--- src/rtl/apu_pkg.sv ---
// Shared APU constants: register addresses, noise period tables and length table.
package apu_pkg;
    localparam logic [1:0] ADDR_400C = 2'd0;
    localparam logic [1:0] ADDR_400E = 2'd2;
    localparam logic [1:0] ADDR_400F = 2'd3;

    localparam logic [11:0] NOISE_PERIOD_NTSC [16] = '{
        12'd4, 12'd8, 12'd16, 12'd32, 12'd64, 12'd96, 12'd128, 12'd160,
        12'd202, 12'd254, 12'd380, 12'd508, 12'd762, 12'd1016, 12'd2034, 12'd4068
    };

    localparam logic [11:0] NOISE_PERIOD_PAL [16] = '{
        12'd4, 12'd8, 12'd14, 12'd30, 12'd60, 12'd88, 12'd118, 12'd148,
        12'd188, 12'd236, 12'd354, 12'd472, 12'd708, 12'd944, 12'd1890, 12'd3778
    };

    localparam logic [7:0] LEN_TABLE [32] = '{
        8'd10, 8'd254, 8'd20, 8'd2, 8'd40, 8'd4, 8'd80, 8'd6,
        8'd160, 8'd8, 8'd60, 8'd10, 8'd14, 8'd12, 8'd26, 8'd14,
        8'd12, 8'd16, 8'd24, 8'd18, 8'd48, 8'd20, 8'd96, 8'd22,
        8'd192, 8'd24, 8'd72, 8'd26, 8'd16, 8'd28, 8'd32, 8'd30
    };

    function automatic logic [11:0] noise_period(input logic pal, input logic [3:0] idx);
        return pal ? NOISE_PERIOD_PAL[idx] : NOISE_PERIOD_NTSC[idx];
    endfunction
endpackage

--- src/rtl/noise_channel_if.sv ---
// CPU-side register write port of the noise channel.
interface noise_channel_if;
    logic       wr_en;
    logic [1:0] wr_addr;
    logic [7:0] wr_data;

    modport master (output wr_en, wr_addr, wr_data);
    modport slave  (input  wr_en, wr_addr, wr_data);
endinterface

--- src/rtl/apu_envelope.sv ---
// Envelope unit (start flag, divider, decay level); shared with the pulse channels.
module apu_envelope (
    input  logic       clk,
    input  logic       rst,
    input  logic       qframe_i,
    input  logic       start_set_i,
    input  logic       loop_i,
    input  logic [3:0] n_i,
    output logic [3:0] decay_o
);
    logic       start_q;
    logic [3:0] div_q;
    logic [3:0] decay_q;

    always_ff @(posedge clk) begin
        if (rst) begin
            start_q <= 1'b0;
            div_q   <= 4'd0;
            decay_q <= 4'd0;
        end else begin
            if (qframe_i) begin
                if (start_q) begin
                    start_q <= 1'b0;
                    decay_q <= 4'd15;
                    div_q   <= n_i;
                end else if (div_q == 4'd0) begin
                    div_q <= n_i;
                    if (decay_q != 4'd0)
                        decay_q <= decay_q - 4'd1;
                    else if (loop_i)
                        decay_q <= 4'd15;
                end else begin
                    div_q <= div_q - 4'd1;
                end
            end
            // A same-cycle restart is seen by the following qframe, not this one.
            if (start_set_i)
                start_q <= 1'b1;
        end
    end

    assign decay_o = decay_q;
endmodule

--- src/rtl/noise_channel.sv ---
// APU noise channel: register port, period timer, LFSR, envelope and length counter.
module noise_channel
    import apu_pkg::*;
#(
    parameter int LFSR_W    = 15,
    parameter int TAP_LONG  = 1,
    parameter int TAP_SHORT = 6,
    parameter int TIMER_W   = 12,
    parameter int PAL       = 0
) (
    input  logic             clk,
    input  logic             rst,
    input  logic             apu_ce,
    input  logic             qframe,
    input  logic             hframe,
    noise_channel_if.slave   wr,
    input  logic             ch_enable,
    output logic [3:0]       vol,
    output logic             len_active
);
    logic               halt_q, const_q, mode_q;
    logic [3:0]         n_q, pidx_q, vol_q, vol_d, decay;
    logic [7:0]         length_q, length_d;
    logic [TIMER_W-1:0] timer_q, timer_d, period;
    logic [LFSR_W-1:0]  lfsr_q, lfsr_d;
    logic               wr_c, wr_e, wr_f, fb;

    assign wr_c   = wr.wr_en && (wr.wr_addr == ADDR_400C);
    assign wr_e   = wr.wr_en && (wr.wr_addr == ADDR_400E);
    assign wr_f   = wr.wr_en && (wr.wr_addr == ADDR_400F);
    assign period = TIMER_W'(noise_period(PAL != 0, pidx_q));
    assign fb     = lfsr_q[0] ^ (mode_q ? lfsr_q[TAP_SHORT] : lfsr_q[TAP_LONG]);

    apu_envelope u_env (
        .clk         (clk),
        .rst         (rst),
        .qframe_i    (qframe),
        .start_set_i (wr_f),
        .loop_i      (halt_q),
        .n_i         (n_q),
        .decay_o     (decay)
    );

    // Channel disable beats a load, and a load beats the half-frame decrement.
    always_comb begin
        length_d = length_q;
        if (!ch_enable)
            length_d = 8'd0;
        else if (wr_f)
            length_d = LEN_TABLE[wr.wr_data[7:3]];
        else if (hframe && (length_q != 8'd0) && !halt_q)
            length_d = length_q - 8'd1;
    end

    always_comb begin
        timer_d = timer_q;
        lfsr_d  = lfsr_q;
        if (apu_ce) begin
            if (timer_q == '0) begin
                timer_d = period - TIMER_W'(1);
                lfsr_d  = {fb, lfsr_q[LFSR_W-1:1]};
            end else begin
                timer_d = timer_q - TIMER_W'(1);
            end
        end
    end

    always_comb begin
        vol_d = const_q ? n_q : decay;
        if (lfsr_q[0] || (length_q == 8'd0))
            vol_d = 4'd0;
    end

    always_ff @(posedge clk) begin
        if (rst) begin
            halt_q   <= 1'b0;
            const_q  <= 1'b0;
            n_q      <= 4'd0;
            mode_q   <= 1'b0;
            pidx_q   <= 4'd0;
            length_q <= 8'd0;
            timer_q  <= '0;
            lfsr_q   <= LFSR_W'(1);
            vol_q    <= 4'd0;
        end else begin
            if (wr_c) begin
                halt_q  <= wr.wr_data[5];
                const_q <= wr.wr_data[4];
                n_q     <= wr.wr_data[3:0];
            end
            if (wr_e) begin
                mode_q <= wr.wr_data[7];
                pidx_q <= wr.wr_data[3:0];
            end
            length_q <= length_d;
            timer_q  <= timer_d;
            lfsr_q   <= lfsr_d;
            vol_q    <= vol_d;
        end
    end

    assign vol        = vol_q;
    assign len_active = (length_q != 8'd0);
endmodule

--- src/flat_wrapper.sv ---
// flat-port wrapper written by rule: the top's interface ports become plain ports
module noise_channel_flat import apu_pkg::*;
#(
    parameter int LFSR_W    = 15,
    parameter int TAP_LONG  = 1,
    parameter int TAP_SHORT = 6,
    parameter int TIMER_W   = 12,
    parameter int PAL       = 0
)
  (clk, rst, apu_ce, qframe, hframe, ch_enable, vol, len_active, wr_wr_en, wr_wr_addr, wr_wr_data);
  noise_channel_if wr_i ();
  input  logic clk;
  input  logic rst;
  input  logic apu_ce;
  input  logic qframe;
  input  logic hframe;
  input  logic ch_enable;
  output logic [3:0] vol;
  output logic len_active;
  input wire logic [$bits(wr_i.wr_en)-1:0] wr_wr_en;
  input wire logic [$bits(wr_i.wr_addr)-1:0] wr_wr_addr;
  input wire logic [$bits(wr_i.wr_data)-1:0] wr_wr_data;
  assign wr_i.wr_en = wr_wr_en;
  assign wr_i.wr_addr = wr_wr_addr;
  assign wr_i.wr_data = wr_wr_data;
  noise_channel #(.LFSR_W(LFSR_W), .TAP_LONG(TAP_LONG), .TAP_SHORT(TAP_SHORT), .TIMER_W(TIMER_W), .PAL(PAL)) u_core (.clk(clk), .rst(rst), .apu_ce(apu_ce), .qframe(qframe), .hframe(hframe), .wr(wr_i), .ch_enable(ch_enable), .vol(vol), .len_active(len_active));
endmodule
--- config.mk ---
export PLATFORM = sky130hd
export DESIGN_NAME = noise_channel_flat
export DESIGN_NICKNAME = d
export VERILOG_FILES = /design/src/rtl/apu_pkg.sv /design/src/rtl/noise_channel_if.sv /design/src/rtl/apu_envelope.sv /design/src/rtl/noise_channel.sv /design/src/flat_wrapper.sv
export SDC_FILE = /design/constraint.sdc
export NUM_CORES = 1
export LEC_CHECK = 0
export ABC_AREA = 1
export CORE_UTILIZATION = 55
export DETAILED_ROUTE_END_ITERATION = 10
export GPL_TIMING_DRIVEN = 0
export PLACE_DENSITY_LB_ADDON = 0.12
export SLEW_MARGIN = 40
export SYNTH_ARGS = -nofsm -noshare
export SYNTH_HDL_FRONTEND = slang
export SYNTH_SLANG_ARGS = --single-unit
--- constraint.sdc ---
create_clock -name clk -period 1.7 [get_ports clk]
set_input_delay 0.425 -clock clk [delete_from_list [all_inputs] [get_ports clk]]
set_output_delay 0.425 -clock clk [all_outputs]
set_load 0.01 [all_outputs]
Word-level counts from Yosys, hierarchy flattened
Memory sizes are Yosys's and may differ from the RTL's.
Cells that the tools add are included.
- memories: 2
- memory bits (read-only): 448
- output and inout bits: 5
- register bits after elaboration: 59
- $lt $le $gt $ge: 2
- eq/ne operators: 2
- bitwise gates (word level): 4
- add/subtract/negate cells: 5
- multiplexer cells: 17
- reductions and logical operators: 21
- memories (name ; words ; bits a word ; rd ports ; clocked after memory_dff ; wr ports ; line ; text):
    (name not given) ; 32 ; 8 ; 1 ; 0 ; 0 ; noise_channel.sv:50 ; length_d = LEN_TABLE[wr.wr_data[7:3]];
    (name not given) ; 16 ; 12 ; 1 ; 0 ; 0 ; apu_pkg.sv:25 ; return pal ? NOISE_PERIOD_PAL[idx] : NOISE_PERIOD_NTSC[idx];
- operators with widths (operator ; number):
    12-bit two-way mux ; 3
    8-bit two-way mux ; 4
    4-bit two-way mux ; 7
    12-bit by 1-bit subtractor with 12-bit output, second input constant ; 2
    12-bit logical NOT ; 1
    8-bit logical NOT ; 1
    8-bit nonzero test ; 1
    4-bit by 1-bit subtractor with 4-bit output, second input constant ; 2
    8-bit by 1-bit subtractor with 8-bit output, second input constant ; 1
    6-bit >= comparator, second input constant ; 1
    5-bit NOT with 6-bit output ; 1
    2-bit nonzero test ; 3
    5-bit >= comparator, second input constant ; 1
    1-bit logical AND ; 5
    4-bit NOT with 5-bit output ; 1
    2-bit == test, second input constant ; 2
    4-bit logical NOT ; 1
    4-bit nonzero test ; 1
    2-bit OR reduction ; 2
    1-bit two-way mux ; 3
    3-bit AND reduction ; 1
    3-bit nonzero test ; 1
    2-bit logical NOT ; 1
    2-bit AND reduction ; 1
    4 further kinds ; 4

Logic depth before layout (Yosys ltp)
Gate-level depths: netlist of the first run.
- depth in word-level cells: 6
- depth in mapped cells: 14
- gate-level depth less buffers: 14

Hierarchy
Synthesis of the first run repeated with hierarchy kept, for this count alone.
- cell total of the unflattened synthesis: 544
- area, all modules: 3572.2 um^2
- by module, submodules not included (module ; seq. area each (um^2) ; area an instance (um^2) ; cells each ; instances):
    noise_channel ; 1001.0 ; 3016.6 ; 458 ; 1
    apu_envelope ; 180.2 ; 555.5 ; 86 ; 1

Worst setup path after synthesis of the first run
Ideal clock, no wire load.
- kind: register -> register
- from: register u_core.timer_q[9]
- to: register u_core.timer_q[6]
- cell stages (with the launch flop): 14
- data required time: 1.582 ns
- arrival: 1.449 ns
- clock period less this slack: 1.567 ns
- slack: 0.133 ns
- path through: dfxtp_1 -> inv_2 -> nand2_4 -> nor2_8 -> nand2_4 -> nor2_4 -> a21oi_2 -> ha_1 -> nand2_2 -> nor2_4 -> nand2_1 -> nor2_1 -> o21ai_1 -> nor2_1
- word-level cells in the longest chain between the ends: 2
- RTL lines (item ; line ; text):
    from (decl) ; noise_channel.sv:24 ; logic [TIMER_W-1:0] timer_q, timer_d, period;
    from (signal assigned) ; noise_channel.sv:96 ; timer_q <= timer_d;
    12-bit logical NOT ; noise_channel.sv:59 ; if (timer_q == '0) begin
    12-bit two-way mux ; noise_channel.sv:59 ;
No other way between the ends.
A chain may end at the register's enable or synchronous reset.

Worst setup path in the final report of the first run
- from: register u_core.timer_q[5]
- to: register u_core.timer_q[10]
- word-level cells in the longest chain between the ends: 2
- elaborated cells between the ends (all ways): 3
- classes of those cells: add/sub: 1; mux: 1; reduce/logical: 1
- RTL lines (item ; line):
    12-bit by 1-bit subtractor with 12-bit output or 12-bit logical NOT (tied branches) ; noise_channel.sv:63, noise_channel.sv:59
    12-bit two-way mux (*) ; noise_channel.sv:59
Every way passes the cells marked *; elsewhere a longest branch is shown, timed or not.

==> results.yml, run 1 <==
finish:
  fillerInstances: 483
  antenna_cells: 0
  multiInputGateArea_sq_um: 1990
  syn2layout_area_growth_pct: 25.3
  mostFrequentLayoutCell: "sky130_fd_sc_hd__nand2_1"
  fin_nets: 588
  final_cells: 641
  layout_cells_sized_above_1_pct: 22.4
  most-common-layout-cells: "sky130_fd_sc_hd__nand2_1, sky130_fd_sc_hd__nor2_1, sky130_fd_sc_hd__a21oi_1"
  stdcell_area_sq_um: 4210
  area_taken_by_flip_flops_and_latches_sq_um: 1200
synth:
  post-synth-top-area-fraction_pct: 35.2
  synthArstFlopShare_pct: 0
  synth_nets: 533
  mappedNetlistArea_sq_um: 3360
  syn-mean-instance-area_sq_um: 6.64
  yosys_warnings: 0
  yosys.cell_types.count: 37
  synth-seq-area-share_pct: 35.2
  yosysTopAreaCell: "sky130_fd_sc_hd__dfxtp_1"
  ys.flop_type: "sky130_fd_sc_hd__dfxtp_1"
  flip_flop_and_latch_count_after_synthesis: 59
  count_of_flip_flops_with_a_built_in_enable_after_synthesis: 0
  cells_after_synth: 506
  ys_top_cells_by_area: "sky130_fd_sc_hd__dfxtp_1, sky130_fd_sc_hd__nand2_1, sky130_fd_sc_hd__a21oi_1"
die:
  chipWidth_microns: 80.1
  starting_density_of_the_core_pct: 56.7
  pin_count: 22
  die_footprint_sq_um: 6420
  design.core.area_sq_um: 5920
  fp.dieH_microns: 80.1
  rows: 28
grt:
  gr-total-overflow: 0
  grt_start_max_net_pins: 13
  grt_pass1_vias: 3004
  initial_antenna_violation_count: 0
  grt_pass1_wl_microns: 13000
  groute.usage.overall_pct: 26.4
timing:
  maxClockFrequency_ghz: 0.555
  fin_worst_skew_ps: 6.47
  final_hold_fails: 0
  rsz_0062_raised_after_global_routing: "true"
  finalCritPeriodShare_pct: 106
  timing_worst_slew_pin_value_ps: 533
  slew_headroom_pct: 64.5
  timing.final.max_slew_violations: 0
  final.setup.worst_slack_ps: -101
  final_period_minus_worst_setup_slack_ps: 1800
  setup_viol_count_final: 8
  setup_total_negative_slack_ps: -368
placed_design:
  place.gp.congestion: 0.877
  cell_count_after_placement: 600
  placedInstanceArea_sq_um: 3640
  post_dp_hpwl_microns: 5660
  portBuffers: 19
power_and_ir_drop:
  total_leakage_power_nw: 1.85
  p_clk_share_pct: 32.3
  cell_int_power_mw: 2.94
  switching_share_pct: 35.4
  total_power_mw: 4.56
  peakVddDrop_mv: 0.634
  power.density_cell_area_nw_per_um2: 1080
  share_comb_of_total_power_pct: 32.9
  seq_power_share_pct: 34.9
  total_switching_power_mw: 1.61
status:
  violations: "setup timing"
  status: "complete, but fails checks"
route:
  count_of_unresolved_drc_violations_after_routing: 0
  via_count: 3427
  routed_via_density: 5.35
  detail_route.wirelength_microns: 8620
  wire_per_inst_microns: 13.4
  post_detailed_route_count_of_antenna_violating_nets: 0
  initialDrtViolationCount: 160
  drt-pass1-iter-count: 4
cts:
  cts_root_buffer: "sky130_fd_sc_hd__clkbuf_8"
  cts-htree-levels: 3
  sinks_on_the_clock_net: 59
  clk_pin_slew_ps: 80
  tritoncts: "built"
  clk_path_buf_depth: 2
  worst_skew_pair.late_latency_ps: 360
  tritoncts.num_buffers: 9
critical_path:
  cells_along_the_critical_path: "nor2_1 -> nand2_2 -> nor2_4 -> nand2_4 -> buf_4 -> nand2_1 -> nand2_2 -> nand2_1 -> nor2_1 -> nand4_1 -> nand3_1 -> nand2_1 -> inv_1"
  critical_path_arrival_ps: 2070
  critical_path.max_stage_delay_ps: 340
  endpoint_kind: "flip-flop"
  worst_path_max_delay_cell: "sky130_fd_sc_hd__dfxtp_2"
  worst-setup-path-type: "reg2reg"
  required_time_worst_endpoint_ps: 1970
  cell_repeated_most_along_the_worst_path: "sky130_fd_sc_hd__nand2_1"
  crit_path_max_fanout: 8
  crit_path_start_kind: "flip-flop"
flow_run:
  max_cap_viol_count: 0
worst_hold_path:
  hp-class: "reg2reg"
-- per-layer routing --
layer  up-vias  share of wire, %  GRT usage, %
met5         -                 0             0
met4         0               2.2          11.4
met3        19               4.1          6.02
met2        85                52          46.5
met1      1562                42          30.3
li1       1761                 -             -
-- cells in the mapped netlist, drive strengths merged, types with 4 or more instances --
library cell,count
nor2,76
ha,10
clkbuf,6
nand2,126
nand4,4
o21ai,40
a21oi,52
dfxtp,59
inv,64
a31oi,5
buf,8
xor2,4
nand3,28
-- flip-flops by register name, indices dropped and copies added, names as in the netlist, 4 cells and up --
register,flops
u_core.pidx_q,4
u_core.timer_q,12
u_core.n_q,4
u_core.lfsr_q,15
u_core.length_q,8
u_core.vol,4
u_core.u_env.div_q,4
u_core.u_env.decay_o,4
-- power by group through the flow --
| stage | combinational (mW) | clock [mW] | sequential [mW] |
|---|---|---|---|
| after global placement | 1.15 | 0 | 1.60 |
| after detailed placement | 1.19 | 0 | 1.61 |
| after global routing | 1.66 | 1.56 | 1.60 |
| after CTS | 1.23 | 1.48 | 1.58 |
| after floorplan | 0.942 | 0 | 1.59 |
| final | 1.50 | 1.47 | 1.59 |
-- final timing paths --
check / from / end / slack [ps] / depth (start not counted)
hold / removal: u_core.lfsr_q[10] / u_core.lfsr_q[9] / 460 / 2
setup reg to reg: u_core.timer_q[5] / u_core.timer_q[10] / -100 / 13
hold reg to reg: u_core.lfsr_q[10] / u_core.lfsr_q[9] / 460 / 2
setup / recovery: u_core.timer_q[5] / u_core.timer_q[10] / -100 / 13
-- cell type report --
cell class                      count  share of cell area, %
Clock inverter                      7                   2.38
Clock buffer                        9                   2.94
Multi-Input combinational cell    368                   47.3
Buffer                             14                   1.96
Tap cell                           75                   2.23
Inverter                           65                   5.86
Sequential cell                    59                   28.4
Timing Repair Buffer               44                   8.92
-- cells by family after synthesis --
family	after synthesis	synth area share [%]
simple gates	238	31.6
compound gates	113	18.5
buf+inv	79	9.17
flops	59	35.2
fa+ha+maj	10	3.73
xor+xnor	7	1.83
-- stage by stage --
stage	util (%)	worst slack [ps]	hold WS (ps)
final	71.0	-101	464
after global routing	71.0	-183	478
after CTS	66.2	-70.4	444
after detailed placement	61.5	-702	452
after global placement	61.5	-649	446
after floorplan	-	133	436
-- worst max-delay path, delay by kind of cell (launching register included) --
family / cells / cell delay (ps)
AND/OR/NAND/NOR: 11 / 1190
flip-flops: 1 / 340
buffers and inverters: 2 / 180
-- timing repair --
action                     CTS  global route
setup buffers                4            21
setup endpoints to repair   12            30
resized for setup           21            54
hold buffers                 0             0
pin swaps                    6            23
No activity file was read; power rests on OpenSTA's default activity.
==> run 2: changes to the inputs <==
--- a/config.mk
+++ b/config.mk
@@ -7,5 +7,5 @@
 export LEC_CHECK = 0
 export ABC_AREA = 1
-export CORE_UTILIZATION = 55
+export CORE_UTILIZATION = 53
 export DETAILED_ROUTE_END_ITERATION = 10
 export GPL_TIMING_DRIVEN = 0
==> constraint.sdc (replaced) <==
create_clock -name clk -period 1.5 [get_ports clk]
set_input_delay 0.45 -clock clk [delete_from_list [all_inputs] [get_ports clk]]
set_output_delay 0.45 -clock clk [all_outputs]
set_load 0.01 [all_outputs]
==> run 2 against run 1 <==
  * Design area is 10% higher
  * Sequential power is 14% higher
  * Total power is 17% higher
  * Via count is 3.8% higher
  * The flow still finishes with violations (setup timing)
  * Setup slack worse by 160 ps
  * Sequential cell count stayed put
  * Largest cell class unchanged
  * First-iteration DRC count is 15% higher
==> results.yml, run 2 (same netlist as run 1, synthesis figures left out) <==
flow_run:
  max_cap_viol_count: 0
grt:
  grt_pass1_vias: 3218
  grt_pass1_wl_microns: 14300
  gr-total-overflow: 0
  groute.usage.overall_pct: 28.2
  initial_antenna_violation_count: 0
  grt_start_max_net_pins: 13
finish:
  mostFrequentLayoutCell: "sky130_fd_sc_hd__nand2_1"
  top_register: "u_core.lfsr_q"
  final_cells: 659
  syn2layout_area_growth_pct: 37.7
  fin_nets: 606
  most-common-layout-cells: "sky130_fd_sc_hd__nand2_1, sky130_fd_sc_hd__nor2_1, sky130_fd_sc_hd__a21oi_1"
  area_taken_by_flip_flops_and_latches_sq_um: 1210
  fillerInstances: 431
  antenna_cells: 0
  multiInputGateArea_sq_um: 2190
  layout_cells_sized_above_1_pct: 34.1
  top_regs: "u_core.lfsr_q (15), u_core.timer_q (12), u_core.length_q (8)"
  largest_reg_flops: 15
route:
  detail_route.wirelength_microns: 9320
  via_count: 3558
  post_detailed_route_count_of_antenna_violating_nets: 0
  routed-wl-met3_microns: 353
  routed_via_density: 5.40
  met2_wirelength_microns: 4740
  wire_per_inst_microns: 14.1
  wirelength_met1_microns: 3940
  count_of_unresolved_drc_violations_after_routing: 0
  drt-pass1-iter-count: 5
  highest_routed_metal_layer: "met4"
  initialDrtViolationCount: 184
timing:
  setup_viol_count_final: 26
  final_hold_fails: 0
  final.setup.worst_slack_ps: -258
  slew_headroom_pct: 58.0
  timing.final.max_slew_violations: 0
  setup_total_negative_slack_ps: -3370
  rsz_0062_raised_after_global_routing: "true"
  maxClockFrequency_ghz: 0.569
  finalCritPeriodShare_pct: 117
  fin_worst_skew_ps: 10.9
  timing_worst_slew_pin_value_ps: 630
  final_period_minus_worst_setup_slack_ps: 1760
worst_hold_path:
  worstHoldPathCells: 1
  worst_hold_path.endpoint: "u_core.u_env.decay_o[0]"
  hp-start: "u_core.u_env.decay_o[0]"
  hp-class: "reg2reg"
critical_path:
  r2r.worst_path.cells: 13
  worst_path_max_delay_cell: "sky130_fd_sc_hd__dfxtp_2"
  worst_reg2reg_path_startpoint: "u_core.timer_q[4]"
  required_time_worst_endpoint_ps: 1050
  endpoint_kind: "primary output"
  cells_along_the_critical_path: "inv_2 -> ha_4 -> nand4_1 -> nor2_1 -> inv_1 -> buf_2"
  critical_path.max_stage_delay_ps: 320
  worst-setup-path-type: "reg2out"
  critical_path_arrival_ps: 1310
  crit_path_max_fanout: 2
  timing.rr.end: "u_core.timer_q[10]"
  ff2ff_setup_slack_ps: -240
  crit_path_start_kind: "flip-flop"
die:
  die_footprint_sq_um: 6660
  rows: 28
  chipWidth_microns: 81.6
  pin_count: 22
  starting_density_of_the_core_pct: 55.7
  design.core.area_sq_um: 6030
  fp.dieH_microns: 81.6
placed_design:
  portBuffers: 19
  place.gp.congestion: 0.969
  post_dp_hpwl_microns: 5610
  cell_count_after_placement: 600
power_and_ir_drop:
  total_power_mw: 5.34
  peakVddDrop_mv: 0.871
  power.density_cell_area_nw_per_um2: 1150
  total_leakage_power_nw: 2.03
cts:
  tritoncts.num_buffers: 9
  holdBufCountCts: 0
  tritoncts: "built"
  worst_skew_pair.late_latency_ps: 350
  cts-htree-levels: 3
  sinks_on_the_clock_net: 59
  clk_pin_slew_ps: 70
  clk_path_buf_depth: 2
  cts_root_buffer: "sky130_fd_sc_hd__clkbuf_8"
status:
  violations: "setup timing"
  status: "complete, but fails checks"
==> run 2: stage by stage <==
stage / hold slack [ps] / instance area, sq um / setup slack, ps / util, %
final: 454 / 4630 / -258 / 76.8
after global routing: 475 / 4630 / -378 / 76.8
after CTS: 450 / 4330 / -272 / 71.8
after detailed placement: 429 / 3650 / -874 / 60.6
after global placement: 429 / 3650 / -856 / 60.6
after floorplan: 414 / 3370 / -35.5 / -
==> run 2: report_power, final <==
part	switching [mW]	leakage, nW	internal, mW
Combinational	1.15	1.44	0.859
Clock	0.733	0.0962	0.778
Sequential	0.114	0.489	1.71
==> run 2: layout make-up <==
cell class | instances | share of cell area (%)
multi-input combinational | 368 | 47.4
sequential | 59 | 26.2
timing repair buffer | 62 | 12.0
inverter | 65 | 5.71
clock buffer | 9 | 2.68
buffer | 14 | 2.35
tap | 75 | 2.03
clock inverter | 7 | 1.65
==> run 2: worst max-delay path: cells and delay by family (launching register included) <==
kind | cells | cell delay [ps]
flops | 1 | 320
buf+inv | 3 | 280
simple gates | 2 | 240
fa+ha+maj | 1 | 130
==> run 2: metal layers <==
layer | up-vias | track usage [%]
li1 | 1796 | -
met2 | 95 | 48.7
met4 | 0 | 14.9
met3 | 25 | 5.11
met1 | 1642 | 33.1
met5 | - | 0
==> run 2: worst max path at each step <==
stage	slack, ps	startpoint	cells past startpoint	to
6_report	-260	u_core.length_q[1]	6	len_active
4_1_cts	-270	u_core.length_q[1]	6	len_active
3_3_place_gp	-860	wr_wr_data[3]	11	u_core.length_q[3]
3_5_place_dp	-870	wr_wr_data[3]	11	u_core.length_q[3]
2_1_floorplan	-40	u_core.timer_q[11]	13	u_core.timer_q[6]
5_1_grt	-380	u_core.timer_q[4]	13	u_core.timer_q[10]
==> run 2: timing repair <==
action                                 4_1_cts  5_1_grt
setup endpoints to repair                   41       51
cloned                                       2        1
resized for setup                          112       66
endpoints found under the hold margin        0        0
pin swaps                                   29       31
buffers inserted                            26       15
